$ cat src/rtl/spi_pkg.sv
// rtl/spi_pkg.sv - shared types and helpers for the SPI mode-0 byte slave
//
// Contents:
//   SPI_DATA_W   default word width
//   spi_state_e  frame state (IDLE / ACTIVE)
//   clog2()      width helper for the bit counter
package spi_pkg;

  localparam int SPI_DATA_W = 8;

  typedef enum logic {
    IDLE   = 1'b0,
    ACTIVE = 1'b1
  } spi_state_e;

  // Ceiling log2; used only at elaboration time to size the bit counter.
  function automatic int clog2(input int value);
    int r;
    r = 0;
    while ((1 << r) < value) begin
      r = r + 1;
    end
    return r;
  endfunction

endpackage

$ cat src/rtl/sync_edge_detect.sv
// rtl/sync_edge_detect.sv - pin synchroniser with rise/fall strobes
//
// Ports:
//   clk_i    system clock
//   rst_i    synchronous active-high reset
//   d_i      asynchronous pin
//   level_o  synchronised level (SYNC_STAGES flops deep)
//   rise_o   one-cycle strobe: level_o went 0 -> 1
//   fall_o   one-cycle strobe: level_o went 1 -> 0
//
// RESET_VAL is the level every flop (including the edge-detect copy) holds
// in reset, so a pin idling at that level produces no strobe on release.
// SYNC_STAGES must be at least 2.
module sync_edge_detect #(
  parameter int   SYNC_STAGES = 2,
  parameter logic RESET_VAL   = 1'b0
) (
  input  logic clk_i,
  input  logic rst_i,
  input  logic d_i,
  output logic level_o,
  output logic rise_o,
  output logic fall_o
);

  logic [SYNC_STAGES-1:0] sync_q;
  logic                   prev_q;

  always_ff @(posedge clk_i) begin
    if (rst_i) begin
      sync_q <= {SYNC_STAGES{RESET_VAL}};
      prev_q <= RESET_VAL;
    end else begin
      sync_q <= {sync_q[SYNC_STAGES-2:0], d_i};
      prev_q <= sync_q[SYNC_STAGES-1];
    end
  end

  assign level_o = sync_q[SYNC_STAGES-1];
  assign rise_o  = sync_q[SYNC_STAGES-1] & ~prev_q;
  assign fall_o  = ~sync_q[SYNC_STAGES-1] & prev_q;

endmodule

$ cat src/rtl/spi_slave_byte_if.sv
// rtl/spi_slave_byte_if.sv - SPI mode-0 slave, oversampled in the CLK_50 domain
//
// Ports:
//   CLK_50        system clock (only clock)
//   rst           synchronous active-high reset
//   CS            chip select pin, active low
//   SPI_CLK       SPI clock pin, idle low
//   SPI_incoming  MOSI pin
//   SPI_outgoing  MISO, registered
//   rx_data       last complete received word
//   rx_valid      one-cycle strobe, rx_data updated
//   tx_data       word offered for transmit
//   tx_valid      tx_data offered
//   tx_ready      transmit buffer empty
//   frame_active  frame in progress
//   frame_abort   one-cycle strobe, CS rose mid-word
//   tx_underrun   one-cycle strobe, shifter loaded from an empty buffer
//
// Received bits are sampled on the synchronised SCLK rising edge; transmit
// bits advance on the falling edge. A word boundary (bit counter at 0) on a
// falling edge, or the start of a frame, reloads the transmit shifter from
// the single-entry buffer.
module spi_slave_byte_if
  import spi_pkg::*;
#(
  parameter int DATA_W      = SPI_DATA_W,
  parameter int SYNC_STAGES = 2
) (
  input  logic              CLK_50,
  input  logic              rst,
  input  logic              CS,
  input  logic              SPI_CLK,
  input  logic              SPI_incoming,
  output logic              SPI_outgoing,
  output logic [DATA_W-1:0] rx_data,
  output logic              rx_valid,
  input  logic [DATA_W-1:0] tx_data,
  input  logic              tx_valid,
  output logic              tx_ready,
  output logic              frame_active,
  output logic              frame_abort,
  output logic              tx_underrun
);

  localparam int                CNT_W    = (clog2(DATA_W) > 0) ? clog2(DATA_W) : 1;
  localparam logic [CNT_W-1:0]  LAST_BIT = CNT_W'(DATA_W - 1);

  // ---------------------------------------------------------------------
  // Pin synchronisers
  // ---------------------------------------------------------------------
  logic cs_s, cs_rise, cs_fall;
  logic sclk_s, sclk_rise, sclk_fall;
  logic mosi_s, mosi_rise, mosi_fall;

  sync_edge_detect #(
    .SYNC_STAGES (SYNC_STAGES),
    .RESET_VAL   (1'b1)
  ) u_sync_cs (
    .clk_i   (CLK_50),
    .rst_i   (rst),
    .d_i     (CS),
    .level_o (cs_s),
    .rise_o  (cs_rise),
    .fall_o  (cs_fall)
  );

  sync_edge_detect #(
    .SYNC_STAGES (SYNC_STAGES),
    .RESET_VAL   (1'b0)
  ) u_sync_sclk (
    .clk_i   (CLK_50),
    .rst_i   (rst),
    .d_i     (SPI_CLK),
    .level_o (sclk_s),
    .rise_o  (sclk_rise),
    .fall_o  (sclk_fall)
  );

  sync_edge_detect #(
    .SYNC_STAGES (SYNC_STAGES),
    .RESET_VAL   (1'b0)
  ) u_sync_mosi (
    .clk_i   (CLK_50),
    .rst_i   (rst),
    .d_i     (SPI_incoming),
    .level_o (mosi_s),
    .rise_o  (mosi_rise),
    .fall_o  (mosi_fall)
  );

  // Only the SCLK edges and the MOSI level are consumed.
  logic unused_sync;
  assign unused_sync = ^{sclk_s, mosi_rise, mosi_fall};

  // ---------------------------------------------------------------------
  // State
  // ---------------------------------------------------------------------
  spi_state_e             state_q;
  logic [CNT_W-1:0]       bit_cnt_q;
  logic [DATA_W-1:0]      rx_shift_q;
  logic [DATA_W-1:0]      tx_shift_q;
  logic [DATA_W-1:0]      buf_q;
  logic                   buf_full_q;
  logic [DATA_W-1:0]      rx_data_q;
  logic                   rx_valid_q;
  logic                   frame_abort_q;
  logic                   tx_underrun_q;
  logic                   miso_q;
  logic                   armed_q;
  logic [SYNC_STAGES-1:0] settle_q;

  // The CS synchroniser comes out of reset holding 1s, not pin samples.
  // settle_q fills with 1s as those reset values are flushed, so armed_q
  // only reacts to a genuinely sampled CS-high level. This keeps a CS held
  // low through reset release from looking like a fresh falling edge.
  logic settled;
  assign settled = settle_q[SYNC_STAGES-1];

  logic start_frame;
  logic end_frame;
  logic word_load;
  logic do_load;
  logic tx_accept;

  always_comb begin
    start_frame = 1'b0;
    end_frame   = 1'b0;
    word_load   = 1'b0;
    if (state_q == IDLE) begin
      start_frame = cs_fall && armed_q;
    end else begin
      end_frame = cs_rise;
      // A CS rise in the same cycle as an SCLK edge swallows the edge.
      word_load = !cs_rise && sclk_fall && (bit_cnt_q == '0);
    end
    do_load   = start_frame || word_load;
    tx_accept = tx_valid && !buf_full_q;
  end

  always_ff @(posedge CLK_50) begin
    if (rst) begin
      state_q       <= IDLE;
      bit_cnt_q     <= '0;
      rx_shift_q    <= '0;
      tx_shift_q    <= '0;
      buf_q         <= '0;
      buf_full_q    <= 1'b0;
      rx_data_q     <= '0;
      rx_valid_q    <= 1'b0;
      frame_abort_q <= 1'b0;
      tx_underrun_q <= 1'b0;
      miso_q        <= 1'b0;
      armed_q       <= 1'b0;
      settle_q      <= '0;
    end else begin
      rx_valid_q    <= 1'b0;
      frame_abort_q <= 1'b0;
      tx_underrun_q <= 1'b0;

      settle_q <= {settle_q[SYNC_STAGES-2:0], 1'b1};
      if (settled && cs_s) begin
        armed_q <= 1'b1;
      end

      // Transmit buffer: a load always sees the buffer as it stood at the
      // start of this cycle, so a same-cycle accept cannot feed the load.
      if (do_load && buf_full_q) begin
        buf_full_q <= 1'b0;
      end else if (tx_accept) begin
        buf_q      <= tx_data;
        buf_full_q <= 1'b1;
      end

      if (do_load) begin
        tx_shift_q    <= buf_full_q ? buf_q : '0;
        tx_underrun_q <= !buf_full_q;
      end

      case (state_q)
        IDLE: begin
          if (start_frame) begin
            state_q    <= ACTIVE;
            bit_cnt_q  <= '0;
            rx_shift_q <= '0;
          end
        end
        ACTIVE: begin
          if (end_frame) begin
            state_q   <= IDLE;
            bit_cnt_q <= '0;
            if (bit_cnt_q != '0) begin
              frame_abort_q <= 1'b1;
            end
          end else begin
            if (sclk_rise) begin
              rx_shift_q <= {rx_shift_q[DATA_W-2:0], mosi_s};
              if (bit_cnt_q == LAST_BIT) begin
                rx_data_q  <= {rx_shift_q[DATA_W-2:0], mosi_s};
                rx_valid_q <= 1'b1;
                bit_cnt_q  <= '0;
              end else begin
                bit_cnt_q <= bit_cnt_q + CNT_W'(1);
              end
            end
            // Mid-word falling edge advances the next MISO bit; the
            // word-boundary case is the load above.
            if (sclk_fall && (bit_cnt_q != '0)) begin
              tx_shift_q <= {tx_shift_q[DATA_W-2:0], 1'b0};
            end
          end
        end
        default: state_q <= IDLE;
      endcase

      miso_q <= (state_q == ACTIVE) ? tx_shift_q[DATA_W-1] : 1'b0;
    end
  end

  assign SPI_outgoing = miso_q;
  assign rx_data      = rx_data_q;
  assign rx_valid     = rx_valid_q;
  assign tx_ready     = !buf_full_q;
  assign frame_active = (state_q == ACTIVE);
  assign frame_abort  = frame_abort_q;
  assign tx_underrun  = tx_underrun_q;

endmodule

$ cat config.mk
export PLATFORM = sky130hd
export DESIGN_NAME = spi_slave_byte_if
export DESIGN_NICKNAME = d
export VERILOG_FILES = /design/src/rtl/spi_pkg.sv /design/src/rtl/sync_edge_detect.sv /design/src/rtl/spi_slave_byte_if.sv
export SDC_FILE = /design/constraint.sdc
export NUM_CORES = 1
export LEC_CHECK = 0
export CAP_MARGIN = 20
export CELL_PAD_IN_SITES_DETAIL_PLACEMENT = 0
export CELL_PAD_IN_SITES_GLOBAL_PLACEMENT = 2
export CORE_MARGIN = 5
export CORE_UTILIZATION = 35
export DETAILED_ROUTE_END_ITERATION = 8
export MAX_ROUTING_LAYER = met4
export PLACE_DENSITY_LB_ADDON = 0.1
export SYNTH_ARGS = -nofsm -noshare
export SYNTH_HDL_FRONTEND = slang
export SYNTH_SLANG_ARGS = --single-unit
$ cat constraint.sdc
create_clock -name CLK_50 -period 1.6 [get_ports CLK_50]
set_input_delay 0.48 -clock CLK_50 [delete_from_list [all_inputs] [get_ports CLK_50]]
set_output_delay 0.48 -clock CLK_50 [all_outputs]
set_load 0.02 [all_outputs]
# After elaboration in Yosys (flattened, before gate mapping)

Cells that the tools add are included.
Widths: inputs -> output; s select.

Flip-flop bits (word level): 51
Latch bits: 0
Bits in writable memories: 0
Bits in read-only memories: 0
Output and inout port bits: 14
Word-level logic and storage cells: 82
Memories kept: 0

Add/subtract/negate cells: 1
Multipliers: 0
Div/mod/pow operators: 0
Order comparisons: 0
Equality and inequality tests: 5
Shifts and indexed selects: 0
Multiplexer cells: 23
Bitwise gates (word level): 13
Reduce and logical (&&, ||, !) cells: 21

Operator list:

| kind                | count |
|---|---|
| $mux 8              | 5 |
| $mux 7              | 3 |
| $pmux 7 s2          | 1 |
| $mux 3              | 4 |
| $not 1->1           | 9 |
| $mux 1              | 8 |
| $logic_and 1x1->1   | 7 |
| $ne 2x2->1 const B  | 3 |
| $pmux 3 s2          | 1 |
| $reduce_or 2->1     | 3 |
| $and 1x1->1         | 4 |
| $reduce_and 2->1    | 2 |
| $reduce_and 4->1    | 1 |
| $reduce_or 4->1     | 1 |
| $add 3x1->3 const B | 1 |
| $eq 3x3->1 const B  | 1 |
| $logic_not 3->1     | 1 |
| $ne 3x2->1 const B  | 1 |
| $reduce_and 3->1    | 1 |
| $reduce_bool 3->1   | 1 |
| $reduce_or 3->1     | 1 |
| $logic_not 1->1     | 2 |
| $pmux 1 s2          | 1 |
| $logic_or 1x1->1    | 1 |

# Longest topological paths before layout

Gate-level depths: netlist of run 1.

Depth after elaboration: 11
Gate-level depth with buffers: 6
Mapped depth without buffers: 5

# Hierarchy

Synthesis of run 1 repeated with hierarchy kept, for this count alone.

Cell total of the unflattened synthesis: 224
Area total of the unflattened synthesis: 2048.2 sq um

Modules (own cells, without submodules):

| module                             | instances | cells an instance | area an instance (sq um) | seq. area each (sq um) |
|---|---|---|---|---|
| spi_slave_byte_if                  | 1         | 200               | 1773.0                   | 860.8 |
| sync_edge_detect (u_sync_mosi ...) | 2         | 8                 | 91.3                     | 60.1 |
| sync_edge_detect (u_sync_cs)       | 1         | 8                 | 92.6                     | 60.1 |

# Least setup slack after synthesis of run 1

OpenSTA, ideal clock, no wires.

Kind: flip-flop to flip-flop
Start point: register state_q, in the netlist frame_active
End point: register tx_shift_q[1]
Setup time: 0.126 ns
Arrival: 1.186 ns
Required time: 1.474 ns
Setup slack: 0.288 ns
Stages on the path, launching flop included: 6
Period minus slack after synthesis: 1.312 ns
Cell sequence: dfxtp_1 -> nor4bb_1 -> buf_4 -> buf_12 -> a311oi_2 -> a211oi_2

Cells in the longest elaborated chain, start to end: 6
Elaborated cells between the ends (all ways): 8
Those cells by class: mux: 7; reduce/logical: 1

RTL lines:

| item                   | line                     | source |
|---|---|---|
| start, declared        | spi_slave_byte_if.sv:98  | `spi_state_e state_q;` |
| start signal, assigned | spi_slave_byte_if.sv:142 | `state_q <= IDLE;` |
| start signal, assigned | spi_slave_byte_if.sv:182 | `state_q <= ACTIVE;` |
| start signal, assigned | spi_slave_byte_if.sv:189 | `state_q <= IDLE;` |
| $mux 1                 | spi_slave_byte_if.sv:129 | `if (state_q == IDLE) begin` |
| $logic_or 1x1->1       | spi_slave_byte_if.sv:136 | `do_load = start_frame \|\| word_load;` |
| $mux 8                 | spi_slave_byte_if.sv:174 | `if (do_load) begin` |
| $mux 8                 | spi_slave_byte_if.sv:207 | `if (sclk_fall && (bit_cnt_q != '0)) begin` |
| $mux 8                 | spi_slave_byte_if.sv:188 | `if (end_frame) begin` |
| $mux 8 *               | spi_slave_byte_if.sv:179 | `case (state_q)` |
| end signal, assigned   | spi_slave_byte_if.sv:175 | `tx_shift_q <= buf_full_q ? buf_q : '0;` |
| end signal, assigned   | spi_slave_byte_if.sv:208 | `tx_shift_q <= {tx_shift_q[DATA_W-2:0], 1'b0};` |
| end, declared          | spi_slave_byte_if.sv:101 | `logic [DATA_W-1:0] tx_shift_q;` |

Every way passes the cells marked *; elsewhere a longest branch is shown, timed or not.
A chain may end at the register's enable or synchronous reset.

# Final worst setup path of run 1

Start point: register buf_full_q
End point: output port tx_ready

Cells in the longest elaborated chain, start to end: 1

RTL lines:

| item                   | line                     | source |
|---|---|---|
| start, declared        | spi_slave_byte_if.sv:103 | `logic buf_full_q;` |
| start signal, assigned | spi_slave_byte_if.sv:147 | `buf_full_q <= 1'b0;` |
| start signal, assigned | spi_slave_byte_if.sv:168 | `buf_full_q <= 1'b0;` |
| start signal, assigned | spi_slave_byte_if.sv:171 | `buf_full_q <= 1'b1;` |
| $logic_not 1->1        | spi_slave_byte_if.sv:222 | `assign tx_ready = !buf_full_q;` |
| end, declared          | spi_slave_byte_if.sv:39  | `output logic tx_ready,` |

Every way passes these cells.

==> results of run 1 <==
-- area by class of cell --
type,count,area share
clock inverters,2,0.0122
clock buffers,6,0.0288
multi-input cells,153,0.396
flip-flops and latches,51,0.356
well taps,80,0.0349
repair buffers,48,0.157
inverters,12,0.0157
-- routing by layer --
layer / vias up / wire length [µm]
met4: 0 / 46
met1: 831 / 2570
met5: - / 0
met3: 4 / 131
met2: 31 / 2150
li1: 912 / -
-- flip-flops by register name (all words and copies together) (netlist names) --
register            count
buf_q                   8
rx_data                 8
tx_shift_q              8
rx_shift_q              7
bit_cnt_q               3
settle_q                2
u_sync_cs.sync_q        2
u_sync_mosi.sync_q      2
u_sync_sclk.sync_q      2
SPI_outgoing            1
armed_q                 1
buf_full_q              1
frame_abort             1
frame_active            1
rx_valid                1
tx_underrun             1
u_sync_cs.prev_q        1
u_sync_sclk.prev_q      1
-- worst min path at each step --
stage	start	end	slack, ns	cells after the start
floorplan	u_sync_cs.sync_q[0]	u_sync_cs.sync_q[1]	0.38	1
global placement	u_sync_cs.sync_q[0]	u_sync_cs.sync_q[1]	0.39	1
detailed placement	u_sync_cs.sync_q[0]	u_sync_cs.sync_q[1]	0.39	1
CTS	u_sync_cs.sync_q[0]	u_sync_cs.sync_q[1]	0.41	1
global route	u_sync_cs.sync_q[0]	u_sync_cs.sync_q[1]	0.44	1
finish	u_sync_cs.sync_q[0]	u_sync_cs.sync_q[1]	0.41	1
-- where the power goes --
group	internal (mW)	leakage (nW)	total (mW)	switching (mW)
clock	0.506	0.0612	0.926	0.419
combinational	0.104	0.651	0.217	0.113
sequential	1.30	0.415	1.32	0.0180
total	1.91	1.13	2.46	0.550
-- stage by stage --
stage,cell area (µm²),setup TNS (ns),cells
3_3_place_gp,2770,-3.10,344
5_1_grt,2870,0,352
4_1_cts,2870,0,352
2_1_floorplan,2360,0,240
6_report,2870,0,352
3_5_place_dp,2770,-5.37,344
-- what timing repair did --
action | in CTS | in global routing
resized for setup | 15 | 4
hold buffers | 0 | 0
setup endpoints to repair | 14 | 13
-- kinds of logic after synthesis --
kind of cell	share of synthesized area
AO/OA/AOI/OAI	0.190
multiplexers	0.0677
flip-flops	0.432
AND/OR/NAND/NOR	0.199
adder cells (fa/ha/maj)	0.0159
buffers and inverters	0.0952
-- cells in the mapped netlist (all sizes together) --
master,instances,share of area
and3,2,0.0053
and3b,7,0.029
nor3,1,0.0021
nor4b,1,0.0037
clkbuf,5,0.0079
inv,12,0.019
nand3b,1,0.0032
a32o,1,0.0042
o32ai,1,0.0069
o41ai,3,0.011
a211oi,8,0.040
nor4bb,1,0.0042
nor2b,12,0.032
and4,1,0.0037
a311o,7,0.030
nand4,11,0.032
a21oi,24,0.051
nand4bb,1,0.0048
and2,2,0.0053
a311oi,7,0.044
mux2i,16,0.068
buf,18,0.060
nor2,2,0.0032
a21boi,1,0.0032
or2,3,0.0079
nand2b,3,0.0090
ha,3,0.016
nand2,34,0.054
bufbuf,1,0.0079
dfxtp,51,0.43
-- worst max-delay path: cells and delay by family (launching register included) --
kind / cells / cell delay (ns)
buffers and inverters: 2 / 0.40
flip-flops: 1 / 0.32
==> qor.yml, run 1 <==
syn-num-nets: 257
worst-path-max-fanout: 2
routed_wl_mm: 4.91
die_x_um: 92.2
multiInputGateArea_um2: 1140
cts_buffers: 5
setup_slack_ns: 0.0977
status: "finished, final reports clean"
ir_drop_uv: 432
regToRegStartpoint: "frame_active"
crit_path_start: "buf_full_q"
power_mw: 2.46
critPathKind: "reg2out"
clk_pin_slew_ns: 0.09
rsz0062_at_grt: "false"
core_um2: 6680
cts-root-buf: "clkbuf_8"
grt_usage: 0.123
p_leak_nw: 1.13
fin_nets: 288
syn2layout_area_growth_pct: 21.4
vias: 1778
yosysSeqAreaShare: 0.432
pre_cts_slack_ns: -0.239
num-fill-cells: 688
worst_pin_slew_ns: 0.365
grt_first_pass_wirelength_mm: 8.29
regToRegSetupSlack_ns: 0.15
ios: 28
overflow: 0
fmax_mhz: 666
layout_commonest_cell: "dfxtp_1"
clockBufferDepth: 2
endpoint: "tx_ready"
finalCritPeriodShare: 0.939
syn_area_um2: 2360
first_global_vias: 1742
layout-drive-gt1-share: 0.206
postRouteAntennaNets: 0
crit_path_end_kind: "output pin"
cts_setup_buffers: 0
clk_latency_ns: 0.30
use_met1: 0.165
gr-usage-met2: 0.187
initial_utilization: 0.354
final-seq-area_um2: 1020
grt_max_degree: 32
cp-start-kind: "register"
reg2reg_to: "rx_data[5]"
ys_warn_count: 0
maxCapViolCount: 0
gp_congestion: 0.743
synth_cells: 240
whs_ns: 0.408
hp-class: "reg2reg"
numClockSinks: 51
port_buffers: 27
slowest_delay_ns: 0.33
fin_worst_skew_ns: 0.00423
slew_viol_final: 0
drt_iter0_drc: 61
met3_usage: 0.0279
synth_cell_types: 40
vias_per_cell: 5.05
diodes: 0
die-height_um: 92.2
drc_errors: 0
cts_tree: "done"
final_hold_viol_count: 0
num_rows: 30
reg2regPathDepth: 4
dieArea_um2: 8500
cts_htree_levels: 2
setup_viol: 0
required_ns: 1.12
top_usage_layer: "met2"
yosys_register_bits: 51
relSlewSlack: 0.756
fin_crit_ns: 1.50
crit_chain: "inv_1, dlygate4sd2_1"
layout_common_cells: "dfxtp_1, nand2_1, a21oi_1, buf_4, mux2i_1"
firstDrtPassIters: 4
worst_ep_arrival_time_ns: 1.02
slowest_stage: "dlygate4sd2_1"
antenna_found_initial: 0
hpwl_mm: 3.29
syn_avg_cell_area_um2: 9.85
post_drt_wl_per_cell_um: 13.9
final_core_utilization: 0.430
p_per_area_nw_per_um2: 858
Note: power is estimated with default switching activity, not from simulation.
==> inputs of run 2 (changes only) <==
- CAP_MARGIN: 20 -> default
- GPL_TIMING_DRIVEN: default -> 0
==> run 2 against run 1 <==
Compared with the run above:
- non-clock buffer count rose by 3
- wire length up 12%
- flip-flop and latch count did not move
- cell count grew 0.85%
- critical path type unchanged
- largest cell class unchanged
- die area unchanged
==> qor.yml, run 2 (synthesized netlist as in run 1, its figures left out) <==
status: "finished, final reports clean"
num_rows: 30  # unchanged
worst_ep_arrival_time_ns: 1.02  # about the same
maxCapViolCount: 0  # unchanged
worst_pin_slew_ns: 0.392  # +0.0269 ns
rsz0062_at_grt: "false"
clockBufferDepth: 2  # unchanged
vias: 1772  # -0.34%
cts_setup_buffers: 0  # unchanged
slowest_delay_ns: 0.34  # about the same
required_ns: 1.12  # about the same
crit_chain: "clkbuf_8, inv_1, buf_2"
syn2layout_area_growth_pct: 22.1
post_drt_wl_per_cell_um: 15.5  # +11%
cts-root-buf: "clkbuf_8"
firstDrtPassIters: 4  # unchanged
fin_crit_ns: 1.50  # +0.00206 ns
p_per_area_nw_per_um2: 904  # +5.3%
slew_viol_final: 0  # unchanged
routed_wl_mm: 5.50  # +12%
crit_family: "buffers and inverters"
grt_max_degree: 17  # -47%
critPathKind: "reg2out"
worst-path-max-fanout: 10  # +8
cts_htree_levels: 2  # unchanged
initial_utilization: 0.354  # unchanged
slowest_stage: "dfxtp_2"
setup_slack_ns: 0.0956  # -0.00206 ns
clk_latency_ns: 0.30  # about the same
grt_usage: 0.141  # +0.0178
setup_viol: 0  # unchanged
cp-start-kind: "register"
ctsHoldBuffers: 0  # unchanged
drc_errors: 0  # unchanged
ir_drop_uv: 389  # -10%
pre_cts_slack_ns: -0.512  # -0.273 ns
final_hold_viol_count: 0  # unchanged
grt_first_pass_wirelength_mm: 9.22  # +11%
ios: 28  # unchanged
critPathBufInv: 3  # +1
layout_common_cells: "dfxtp_1, nand2_1, a21oi_1, mux2i_1"
dieArea_um2: 8500  # unchanged
cts_tree: "done"
layout-drive-gt1-share: 0.215  # +0.00866
clk_pin_slew_ns: 0.09  # about the same
overflow: 0  # unchanged
drt_iter0_drc: 87  # +43%
crit_path_end_kind: "output pin"
p_leak_nw: 1.13  # +0.59%
hpwl_mm: 3.76  # +14%
fin_worst_skew_ns: 0.00379  # -0.000441 ns
gp_congestion: 0.748  # +0.56%
cts_buffers: 5  # unchanged
whs_ns: 0.414  # +0.00590 ns
die_x_um: 92.2  # unchanged
regToRegSetupSlack_ns: 0.17  # +0.02 ns
first_global_vias: 1772  # +1.7%
numClockSinks: 51  # unchanged
relSlewSlack: 0.739  # -0.0175
hp-class: "reg2reg"
vias_per_cell: 4.99  # -1.2%
instances_no_fill: 355  # +0.85%
fin_nets: 291  # +1.0%
port_buffers: 27  # unchanged
diodes: 0  # unchanged
fmax_mhz: 665  # -0.14%
layout_commonest_cell: "dfxtp_1"
die-height_um: 92.2  # unchanged
postRouteAntennaNets: 0  # unchanged
antenna_found_initial: 0  # unchanged
finalCritPeriodShare: 0.940  # +0.00129
place_inst: 347  # +0.87%
core_um2: 6680  # unchanged
-- run 2: metal layers --
metal  share of wire  vias to the layer above  GRT usage  wire (µm)
met5               0                        -          -          0
met4           0.012                        0     0.0408         66
met3           0.035                        6     0.0304        195
met2            0.42                       31      0.210       2340
met1            0.53                      818      0.192       2900
li1                -                      917          -          -
-- run 2: final timing paths --
check / from / end / cells after the start
max: buf_full_q / tx_ready / 3
min: u_sync_cs.sync_q[0] / u_sync_cs.sync_q[1] / 1
max reg2reg: bit_cnt_q[0] / buf_full_q / 6
min reg2reg: u_sync_cs.sync_q[0] / u_sync_cs.sync_q[1] / 1
-- run 2: through the flow --
step | area, µm² | util | power, mW | setup TNS [ns]
floorplan | 2360 | - | 1.48 | 0
global placement | 2740 | 0.409 | 1.56 | -18.89
detailed placement | 2740 | 0.409 | 1.56 | -18.42
CTS | 2880 | 0.431 | 2.64 | 0
global route | 2890 | 0.432 | 2.72 | 0
finish | 2890 | 0.432 | 2.61 | 0
-- run 2: worst reg2reg max path, delay by kind of cell, from the launching register on --
kind	cells	cell delay [ns]
simple gates	2	0.32
fa+ha+maj	1	0.14
flops	1	0.34
compound gates	1	0.27
buf+inv	2	0.25
-- run 2: report_power, final --
part	switching [mW]	internal (mW)
registers	0.0195	1.30
logic	0.117	0.0981
clock network	0.447	0.624
-- run 2: layout make-up --
type / instances / area, µm²
well taps: 80 / 100
inverters: 12 / 45.0
flip-flops and latches: 51 / 1020
multi-input cells: 153 / 1120
clock inverters: 3 / 67.6
repair buffers: 27 / 254
plain buffers: 24 / 203
clock buffers: 5 / 68.8
fillers: 692 / 3790
-- run 2: timing repair --
item	in CTS	in global routing
pin swaps	0	0
endpoints found under the setup margin	55	17
resized for setup	30	6
